<file path="src/rtl/hazard_unit_fwd_pkg.sv">
// Shared types for the hazard/forwarding unit: FSM states, forwarding selects and a
// saturating-increment helper for the optional stall counters.
package hazard_unit_fwd_pkg;

  typedef enum logic [1:0] {
    RUN       = 2'b00,
    LU_BUBBLE = 2'b01,
    DMEM_WAIT = 2'b10,
    ERR       = 2'b11
  } hazard_state_t;

  // FWD_MA: EX/MA ALU result, FWD_WB: MA/WB result, FWD_WBD: WB write data.
  typedef enum logic [1:0] {
    FWD_RF  = 2'b00,
    FWD_MA  = 2'b01,
    FWD_WB  = 2'b10,
    FWD_WBD = 2'b11
  } fwd_sel_t;

  function automatic logic [31:0] sat_inc(input logic [31:0] value, input logic inc);
    return (inc && !(&value)) ? value + 32'd1 : value;
  endfunction

endpackage

</file>
<file path="src/rtl/hazard_unit_fwd_if.sv">
// Pipeline-side signal bundle of the hazard unit. With HAZARD_PERF_CNT_EN defined the
// bundle also carries the three stall-cycle counters.
interface hazard_unit_fwd_if #(
  parameter int unsigned REG_ADDR = 5,
  parameter int unsigned NUM_SRC  = 2
);
  logic                        i_instr_ready;
  logic                        i_data_ready;
  logic                        i_ma_mem_req;
  logic [NUM_SRC*REG_ADDR-1:0] i_id_src;
  logic [NUM_SRC-1:0]          i_id_src_used;
  logic [REG_ADDR-1:0]         i_ex_reg_dest;
  logic                        i_ex_reg_wr;
  logic                        i_ex_mem_rd;
  logic [REG_ADDR-1:0]         i_ma_reg_dest;
  logic                        i_ma_reg_wr;
  logic [REG_ADDR-1:0]         i_wb_reg_dest;
  logic                        i_wb_reg_wr;
  logic                        i_flush;
  logic                        o_if_clk_en;
  logic                        o_id_clk_en;
  logic                        o_ex_clk_en;
  logic                        o_ma_clk_en;
  logic [2*NUM_SRC-1:0]        o_fwd_sel;
  logic                        o_mem_timeout;
`ifdef HAZARD_PERF_CNT_EN
  logic [31:0]                 o_lu_stalls;
  logic [31:0]                 o_dmem_stalls;
  logic [31:0]                 o_imem_stalls;
`endif

  modport master (
    output i_instr_ready, i_data_ready, i_ma_mem_req, i_id_src, i_id_src_used,
    output i_ex_reg_dest, i_ex_reg_wr, i_ex_mem_rd, i_ma_reg_dest, i_ma_reg_wr,
    output i_wb_reg_dest, i_wb_reg_wr, i_flush,
    input  o_if_clk_en, o_id_clk_en, o_ex_clk_en, o_ma_clk_en, o_fwd_sel, o_mem_timeout
`ifdef HAZARD_PERF_CNT_EN
    , input o_lu_stalls, o_dmem_stalls, o_imem_stalls
`endif
  );

  modport slave (
    input  i_instr_ready, i_data_ready, i_ma_mem_req, i_id_src, i_id_src_used,
    input  i_ex_reg_dest, i_ex_reg_wr, i_ex_mem_rd, i_ma_reg_dest, i_ma_reg_wr,
    input  i_wb_reg_dest, i_wb_reg_wr, i_flush,
    output o_if_clk_en, o_id_clk_en, o_ex_clk_en, o_ma_clk_en, o_fwd_sel, o_mem_timeout
`ifdef HAZARD_PERF_CNT_EN
    , output o_lu_stalls, o_dmem_stalls, o_imem_stalls
`endif
  );

endinterface

</file>
<file path="src/rtl/hazard_unit_fwd_fwd_match.sv">
// Per-source comparator: picks the nearest producer for one ID source operand and flags
// a load-use dependency on the instruction currently in EX.
module hazard_unit_fwd_fwd_match
  import hazard_unit_fwd_pkg::*;
#(
  parameter int unsigned REG_ADDR = 5
) (
  input  logic [REG_ADDR-1:0] src_i,
  input  logic                used_i,
  input  logic [REG_ADDR-1:0] ex_dest_i,
  input  logic                ex_wr_i,
  input  logic                ex_mem_rd_i,
  input  logic [REG_ADDR-1:0] ma_dest_i,
  input  logic                ma_wr_i,
  input  logic [REG_ADDR-1:0] wb_dest_i,
  input  logic                wb_wr_i,
  output fwd_sel_t            sel_o,
  output logic                load_use_o
);

  logic live, hit_ex, hit_ma, hit_wb;

  always_comb begin
    // x0 is hardwired to zero, so it never has a producer.
    live       = used_i && (src_i != '0);
    hit_ex     = live && ex_wr_i && (ex_dest_i == src_i);
    hit_ma     = live && ma_wr_i && (ma_dest_i == src_i);
    hit_wb     = live && wb_wr_i && (wb_dest_i == src_i);
    load_use_o = hit_ex && ex_mem_rd_i;
    sel_o      = FWD_RF;
    if (hit_ex && !ex_mem_rd_i) begin
      sel_o = FWD_MA;
    end else if (hit_ma) begin
      sel_o = FWD_WB;
    end else if (hit_wb) begin
      sel_o = FWD_WBD;
    end
  end

endmodule

</file>
<file path="src/rtl/hazard_unit_fwd.sv">
// Hazard unit: stage clock enables, load-use bubble, data-memory wait/timeout FSM and
// registered forwarding selects. HAZARD_PERF_CNT_EN adds saturating stall-cycle counters.
module hazard_unit_fwd
  import hazard_unit_fwd_pkg::*;
#(
  parameter int unsigned REG_ADDR    = 5,
  parameter int unsigned NUM_SRC     = 2,
  parameter int unsigned MEM_TIMEOUT = 16
) (
  input logic               clk,
  input logic               rst_n,
  hazard_unit_fwd_if.slave  bus
);

  localparam int unsigned TO_CNT_W = (MEM_TIMEOUT > 0) ? $clog2(MEM_TIMEOUT + 1) : 1;

  hazard_state_t        state_q, state_d;
  logic [TO_CNT_W-1:0]  cnt_q, cnt_d, cnt_base;
  logic [2*NUM_SRC-1:0] fwd_q, fwd_comb;
  logic [NUM_SRC-1:0]   lu_hit;
  logic [3:0]           en;  // {if, id, ex, ma}
  logic                 dmem_wait, load_use, lu_stall, dmem_stall, imem_stall;

  for (genvar k = 0; k < NUM_SRC; k++) begin : g_src
    fwd_sel_t sel;
    hazard_unit_fwd_fwd_match #(
      .REG_ADDR(REG_ADDR)
    ) u_match (
      .src_i      (bus.i_id_src[k*REG_ADDR +: REG_ADDR]),
      .used_i     (bus.i_id_src_used[k]),
      .ex_dest_i  (bus.i_ex_reg_dest),
      .ex_wr_i    (bus.i_ex_reg_wr),
      .ex_mem_rd_i(bus.i_ex_mem_rd),
      .ma_dest_i  (bus.i_ma_reg_dest),
      .ma_wr_i    (bus.i_ma_reg_wr),
      .wb_dest_i  (bus.i_wb_reg_dest),
      .wb_wr_i    (bus.i_wb_reg_wr),
      .sel_o      (sel),
      .load_use_o (lu_hit[k])
    );
    assign fwd_comb[2*k +: 2] = sel;
  end

  always_comb begin
    state_d    = state_q;
    cnt_d      = '0;
    en         = 4'b1111;
    lu_stall   = 1'b0;
    dmem_stall = 1'b0;
    imem_stall = 1'b0;
    dmem_wait  = bus.i_ma_mem_req && !bus.i_data_ready;
    // The bubble cycle must not re-detect the same dependency.
    load_use   = (|lu_hit) && (state_q != LU_BUBBLE);
    cnt_base   = (state_q == DMEM_WAIT) ? cnt_q : '0;
    if (state_q == ERR) begin
      en = 4'b0000;
    end else if (dmem_wait) begin
      en         = 4'b0000;
      dmem_stall = 1'b1;
      state_d    = DMEM_WAIT;
      if (MEM_TIMEOUT > 0) begin
        cnt_d = cnt_base + TO_CNT_W'(1);
        if (cnt_d == TO_CNT_W'(MEM_TIMEOUT)) begin
          state_d = ERR;
        end
      end
    end else if (bus.i_flush) begin
      state_d = RUN;
    end else if (load_use) begin
      en       = 4'b0011;
      lu_stall = 1'b1;
      state_d  = LU_BUBBLE;
    end else begin
      state_d = RUN;
      if (!bus.i_instr_ready) begin
        en         = 4'b0011;
        imem_stall = 1'b1;
      end
    end
  end

  always_ff @(posedge clk or negedge rst_n) begin
    if (!rst_n) begin
      state_q <= RUN;
      cnt_q   <= '0;
      fwd_q   <= '0;
    end else begin
      state_q <= state_d;
      cnt_q   <= cnt_d;
      // A bubble or a flushed slot entering EX carries no operands.
      if (en[1]) begin
        fwd_q <= (bus.i_flush || lu_stall) ? '0 : fwd_comb;
      end
    end
  end

  assign bus.o_if_clk_en   = en[3];
  assign bus.o_id_clk_en   = en[2];
  assign bus.o_ex_clk_en   = en[1];
  assign bus.o_ma_clk_en   = en[0];
  assign bus.o_fwd_sel     = fwd_q;
  assign bus.o_mem_timeout = (state_q == ERR);

`ifdef HAZARD_PERF_CNT_EN
  logic [31:0] lu_cnt_q, dmem_cnt_q, imem_cnt_q;

  always_ff @(posedge clk or negedge rst_n) begin
    if (!rst_n) begin
      lu_cnt_q   <= '0;
      dmem_cnt_q <= '0;
      imem_cnt_q <= '0;
    end else begin
      lu_cnt_q   <= sat_inc(lu_cnt_q, lu_stall);
      dmem_cnt_q <= sat_inc(dmem_cnt_q, dmem_stall);
      imem_cnt_q <= sat_inc(imem_cnt_q, imem_stall);
    end
  end

  assign bus.o_lu_stalls   = lu_cnt_q;
  assign bus.o_dmem_stalls = dmem_cnt_q;
  assign bus.o_imem_stalls = imem_cnt_q;
`else
  logic unused_stall;
  assign unused_stall = dmem_stall ^ imem_stall;
`endif

endmodule
</file>
<file path="src/flat_wrapper.sv">
// flat-port wrapper written by rule: the top's interface ports become plain ports
module hazard_unit_fwd_flat import hazard_unit_fwd_pkg::*;
#(
  parameter int unsigned REG_ADDR    = 5,
  parameter int unsigned NUM_SRC     = 2,
  parameter int unsigned MEM_TIMEOUT = 16
)
  (clk, rst_n, bus_i_instr_ready, bus_i_data_ready, bus_i_ma_mem_req, bus_i_id_src, bus_i_id_src_used, bus_i_ex_reg_dest, bus_i_ex_reg_wr, bus_i_ex_mem_rd, bus_i_ma_reg_dest, bus_i_ma_reg_wr, bus_i_wb_reg_dest, bus_i_wb_reg_wr, bus_i_flush, bus_o_if_clk_en, bus_o_id_clk_en, bus_o_ex_clk_en, bus_o_ma_clk_en, bus_o_fwd_sel, bus_o_mem_timeout);
  hazard_unit_fwd_if #(.REG_ADDR(REG_ADDR), .NUM_SRC(NUM_SRC)) bus_i ();
  input logic clk;
  input logic rst_n;
  input wire logic [$bits(bus_i.i_instr_ready)-1:0] bus_i_instr_ready;
  input wire logic [$bits(bus_i.i_data_ready)-1:0] bus_i_data_ready;
  input wire logic [$bits(bus_i.i_ma_mem_req)-1:0] bus_i_ma_mem_req;
  input wire logic [$bits(bus_i.i_id_src)-1:0] bus_i_id_src;
  input wire logic [$bits(bus_i.i_id_src_used)-1:0] bus_i_id_src_used;
  input wire logic [$bits(bus_i.i_ex_reg_dest)-1:0] bus_i_ex_reg_dest;
  input wire logic [$bits(bus_i.i_ex_reg_wr)-1:0] bus_i_ex_reg_wr;
  input wire logic [$bits(bus_i.i_ex_mem_rd)-1:0] bus_i_ex_mem_rd;
  input wire logic [$bits(bus_i.i_ma_reg_dest)-1:0] bus_i_ma_reg_dest;
  input wire logic [$bits(bus_i.i_ma_reg_wr)-1:0] bus_i_ma_reg_wr;
  input wire logic [$bits(bus_i.i_wb_reg_dest)-1:0] bus_i_wb_reg_dest;
  input wire logic [$bits(bus_i.i_wb_reg_wr)-1:0] bus_i_wb_reg_wr;
  input wire logic [$bits(bus_i.i_flush)-1:0] bus_i_flush;
  output wire logic [$bits(bus_i.o_if_clk_en)-1:0] bus_o_if_clk_en;
  output wire logic [$bits(bus_i.o_id_clk_en)-1:0] bus_o_id_clk_en;
  output wire logic [$bits(bus_i.o_ex_clk_en)-1:0] bus_o_ex_clk_en;
  output wire logic [$bits(bus_i.o_ma_clk_en)-1:0] bus_o_ma_clk_en;
  output wire logic [$bits(bus_i.o_fwd_sel)-1:0] bus_o_fwd_sel;
  output wire logic [$bits(bus_i.o_mem_timeout)-1:0] bus_o_mem_timeout;
  assign bus_i.i_instr_ready = bus_i_instr_ready;
  assign bus_i.i_data_ready = bus_i_data_ready;
  assign bus_i.i_ma_mem_req = bus_i_ma_mem_req;
  assign bus_i.i_id_src = bus_i_id_src;
  assign bus_i.i_id_src_used = bus_i_id_src_used;
  assign bus_i.i_ex_reg_dest = bus_i_ex_reg_dest;
  assign bus_i.i_ex_reg_wr = bus_i_ex_reg_wr;
  assign bus_i.i_ex_mem_rd = bus_i_ex_mem_rd;
  assign bus_i.i_ma_reg_dest = bus_i_ma_reg_dest;
  assign bus_i.i_ma_reg_wr = bus_i_ma_reg_wr;
  assign bus_i.i_wb_reg_dest = bus_i_wb_reg_dest;
  assign bus_i.i_wb_reg_wr = bus_i_wb_reg_wr;
  assign bus_i.i_flush = bus_i_flush;
  assign bus_o_if_clk_en = bus_i.o_if_clk_en;
  assign bus_o_id_clk_en = bus_i.o_id_clk_en;
  assign bus_o_ex_clk_en = bus_i.o_ex_clk_en;
  assign bus_o_ma_clk_en = bus_i.o_ma_clk_en;
  assign bus_o_fwd_sel = bus_i.o_fwd_sel;
  assign bus_o_mem_timeout = bus_i.o_mem_timeout;
  hazard_unit_fwd #(.REG_ADDR(REG_ADDR), .NUM_SRC(NUM_SRC), .MEM_TIMEOUT(MEM_TIMEOUT)) u_core (.clk(clk), .rst_n(rst_n), .bus(bus_i));
endmodule
</file>
<file path="config.mk">
export PLATFORM = sky130hd
export DESIGN_NAME = hazard_unit_fwd_flat
export DESIGN_NICKNAME = d
export VERILOG_FILES = /design/src/rtl/hazard_unit_fwd_pkg.sv /design/src/rtl/hazard_unit_fwd_if.sv /design/src/rtl/hazard_unit_fwd_fwd_match.sv /design/src/rtl/hazard_unit_fwd.sv /design/src/flat_wrapper.sv
export SDC_FILE = /design/constraint.sdc
export NUM_CORES = 1
export LEC_CHECK = 0
export CORE_UTILIZATION = 37
export DETAILED_ROUTE_END_ITERATION = 10
export GPL_TIMING_DRIVEN = 0
export MAX_ROUTING_LAYER = met4
export PLACE_DENSITY = 0.73
export RECOVER_POWER = 25
export SYNTH_ARGS = -nofsm -noshare
export SYNTH_HDL_FRONTEND = slang
export SYNTH_SLANG_ARGS = --single-unit
</file>
<file path="constraint.sdc">
create_clock -name clk -period 2.05 [get_ports clk]
set_input_delay 0.41 -clock clk [delete_from_list [all_inputs] [get_ports clk]]
set_output_delay 0.41 -clock clk [all_outputs]
set_load 0.01 [all_outputs]
</file>
==> impl_metrics.toml <==
[yosys]
synth-xor-area-share = 0.2950
synth_cell_types = 29
mappedNetlistNets = 151
synthAdderAreaFrac = 0.01277
seq_area_frac_synth = 0.2810
postSynthCellCount = 113
synthSimpleGateAreaFrac = 0.2593
ys_seq_elements = 11
synth_top_family_by_area = "XOR/XNOR gates"
synth_warnings = 0
synth.avg_cell_area_um2 = 8.670
syn_area_um2 = 979.7
synth.area.mux_share = 0
synth-compound-area-share = 0.1252

[setup_path]
critPathRequiredTime_ns = 1.64
worst_setup_path_start_kind = "input port"
endpoint_kind = "primary output"
arrival_ns = 1.90
timing_worst_setup_path_type = "in2out"
path_max_fanout = 4

[global_route]
grt_antenna_before_repair = 0
grt_pass1_wl_um = 3988
grt_overflow = 0
grt_util_all_layers = 0.2073
grt_pass1_vias = 957
grt_max_degree = 12

[detailed_routing]
vias = 973
drc_errors = 0
drt_wl_total_um = 2495
viasPerCell = 4.990
ant_nets = 0
wl_per_cell_um = 12.79
drtIter0Drc = 3
drt-pass1-iter-count = 3

[hold_path]
hold_class = "reg2reg"

[cells_and_area]
final_cell_area_um2 = 1568
fin_nets = 204
n_antenna_cell = 0
fin_cells = 195
area_delta_synth_final_pct = 60.03
fillers = 221
drive_gt1_frac = 0.2061

[die]
die_x_um = 53.46
die_h_um = 53.46
io_pins = 46
die_area_um2 = 2857
rows = 18
initial_core_util = 0.3919
core_um2 = 2500

[place]
hpwlAfterDp_um = 2102
place_ws_ns = -1.309
place_area_um2 = 1494
port_buffers = 45
dp.cells = 188
gp_congestion = 0.8105

[timing]
finalMaxSlewViolations = 0
slew-limit-headroom = 0.6677
fin_setup_tns_ns = -0.4544
setup_viol = 2
fmax_ghz = 0.4335
period_share = 1.125
min_period_ns = 2.307
hold_viol = 0
skew_ns = 0.001854
setup_ws_ns = -0.2566
tightest_slew_ns = 0.4968
rsz0062_at_grt = "yes"

[power_and_ir_drop]
peakVddDrop_uv = 328.4
p_leak_nw = 0.5934
cellPowerDensity_nw_per_um2 = 377.6

[clocking]
worstSkewPairLatency_ns = 0.28
ctsLongestPathBuffers = 2
tritoncts = "built"
clkTransAtPathRegs_ns = 0.07
cts_buffers = 3
cts_max_level = 1
cts_root_buf = "clkbuf_4"
cts_sinks = 11

[status]
failed_checks = "setup timing"
status = "finished with violations"

[run]
cap_viol_max_count = 0
==> cells in the final DEF (no fill, tap or decap), types with 3 or more instances in the layout <==
| cell | count |
|---|---|
| xor2_1 | 3 |
| nand3_1 | 3 |
| nor3_1 | 6 |
| clkdlybuf4s50_1 | 25 |
| clkbuf_4 | 3 |
| inv_1 | 3 |
| o21ai_0 | 4 |
| nor2_1 | 3 |
| nand2_1 | 14 |
| dlygate4sd2_1 | 6 |
| dfrtp_1 | 10 |
| nand4_1 | 6 |
| buf_2 | 4 |
| xnor2_1 | 30 |
| buf_6 | 3 |
| buf_4 | 6 |
==> state kept, by name (all words and copies together), names as in the netlist <==
name	flops
u_core.cnt_q	5
u_core.state_q	2
u_core.bus.o_fwd_sel	4
==> per-stage QoR <==
stage	utilization	power (mW)	hold slack, ns
after floorplan	-	0.3180	0.1144
final	0.6271	0.5920	0.4798
after global placement	0.5976	0.4363	0.4661
after CTS	0.6201	0.5980	0.4744
after detailed placement	0.5976	0.4411	0.4706
after global routing	0.6271	0.6251	0.5156
==> critical path: stages <==
cell and delay [ns]:
buf_8 0.10, or4_4 0.53, o21ai_4 0.19, nor3_2 0.07, o221ai_4 0.20, a21oi_2 0.09
nor2_2 0.10, buf_4 0.12, buf_6 0.09
==> cell families after synthesis <==
family	Yosys count
and+or+nand+nor	48
xor gates and xnor gates	33
AOI/OAI and AO/OA	15
DFF	11
buffers and inverters	5
adders and majority gates	1
==> per-layer routing <==
layer / vias up / track usage / wire length, µm
li1: 498 / - / -
met1: 427 / 0.2021 / 976
met2: 42 / 0.3833 / 1286
met3: 6 / 0.02586 / 149
met4: 0 / 0.1272 / 82
met5: - / - / 0
==> path summary, 6_finish.rpt <==
| path | start | end | slack, ns | cells past startpoint |
|---|---|---|---|---|
| setup / recovery | bus_i_id_src[4] | bus_o_if_clk_en | -0.26 | 9 |
| hold reg to reg | u_core.bus.o_fwd_sel[0]$_DFFE_PN0P_ | u_core.bus.o_fwd_sel[0]$_DFFE_PN0P_ | 0.48 | 2 |
| min in group asynchronous | rst_n | u_core.cnt_q[3]$_DFF_PN0_ | 0.53 | 1 |
| hold / removal | u_core.bus.o_fwd_sel[0]$_DFFE_PN0P_ | u_core.bus.o_fwd_sel[0]$_DFFE_PN0P_ | 0.48 | 2 |
| setup reg to reg | u_core.state_q[1]$_DFFE_PN0N_ | u_core.state_q[0]$_DFFE_PN0N_ | 0.19 | 9 |
| max in group asynchronous | rst_n | u_core.state_q[1]$_DFFE_PN0N_ | 1.16 | 1 |
==> report_power, final <==
part,switching [mW],internal (mW)
logic,0.0921,0.123
registers,0.00333,0.220
clock network,0.0774,0.0758
==> final cells by class <==
type | instances | area, µm² | area share
Multi-Input combinational cell | 97 | 742.0 | 0.4733
Timing Repair Buffer | 48 | 459.2 | 0.2929
Sequential cell | 11 | 276.5 | 0.1764
Tap cell | 30 | 37.54 | 0.02394
Clock buffer | 4 | 26.28 | 0.01676
Buffer | 2 | 15.01 | 0.009577
Inverter | 3 | 11.26 | 0.007183
==> repair_timing <==
action | in CTS | in global routing
hold buffers | 0 | 0
setup buffers | 2 | 1
cloned | 0 | 0
setup endpoints to repair | 8 | 4
pin swaps | 11 | 1
resized for setup | 72 | 2
==> Yosys cell counts, drive strengths merged <==
| master | instances | share of area |
|---|---|---|
| dfrtp | 11 | 0.28 |
| nor3 | 8 | 0.046 |
| o31ai | 2 | 0.020 |
| nand2 | 16 | 0.069 |
| nor2b | 2 | 0.013 |
| nor4 | 2 | 0.013 |
| buf | 2 | 0.015 |
| nor3b | 1 | 0.0077 |
| nand2b | 1 | 0.0064 |
| a31oi | 1 | 0.0064 |
| o21bai | 1 | 0.0077 |
| or4 | 2 | 0.015 |
| a21oi | 3 | 0.015 |
| nor2 | 4 | 0.015 |
| ha | 1 | 0.013 |
| nand3b | 1 | 0.0077 |
| inv | 3 | 0.011 |
| and2 | 2 | 0.013 |
| a41o | 1 | 0.010 |
| nand4 | 6 | 0.038 |
| o221ai | 1 | 0.027 |
| o21ai | 6 | 0.038 |
| nand3 | 3 | 0.015 |
| xor2 | 3 | 0.027 |
| xnor2 | 30 | 0.27 |
No activity file was read; power rests on OpenSTA's default activity.
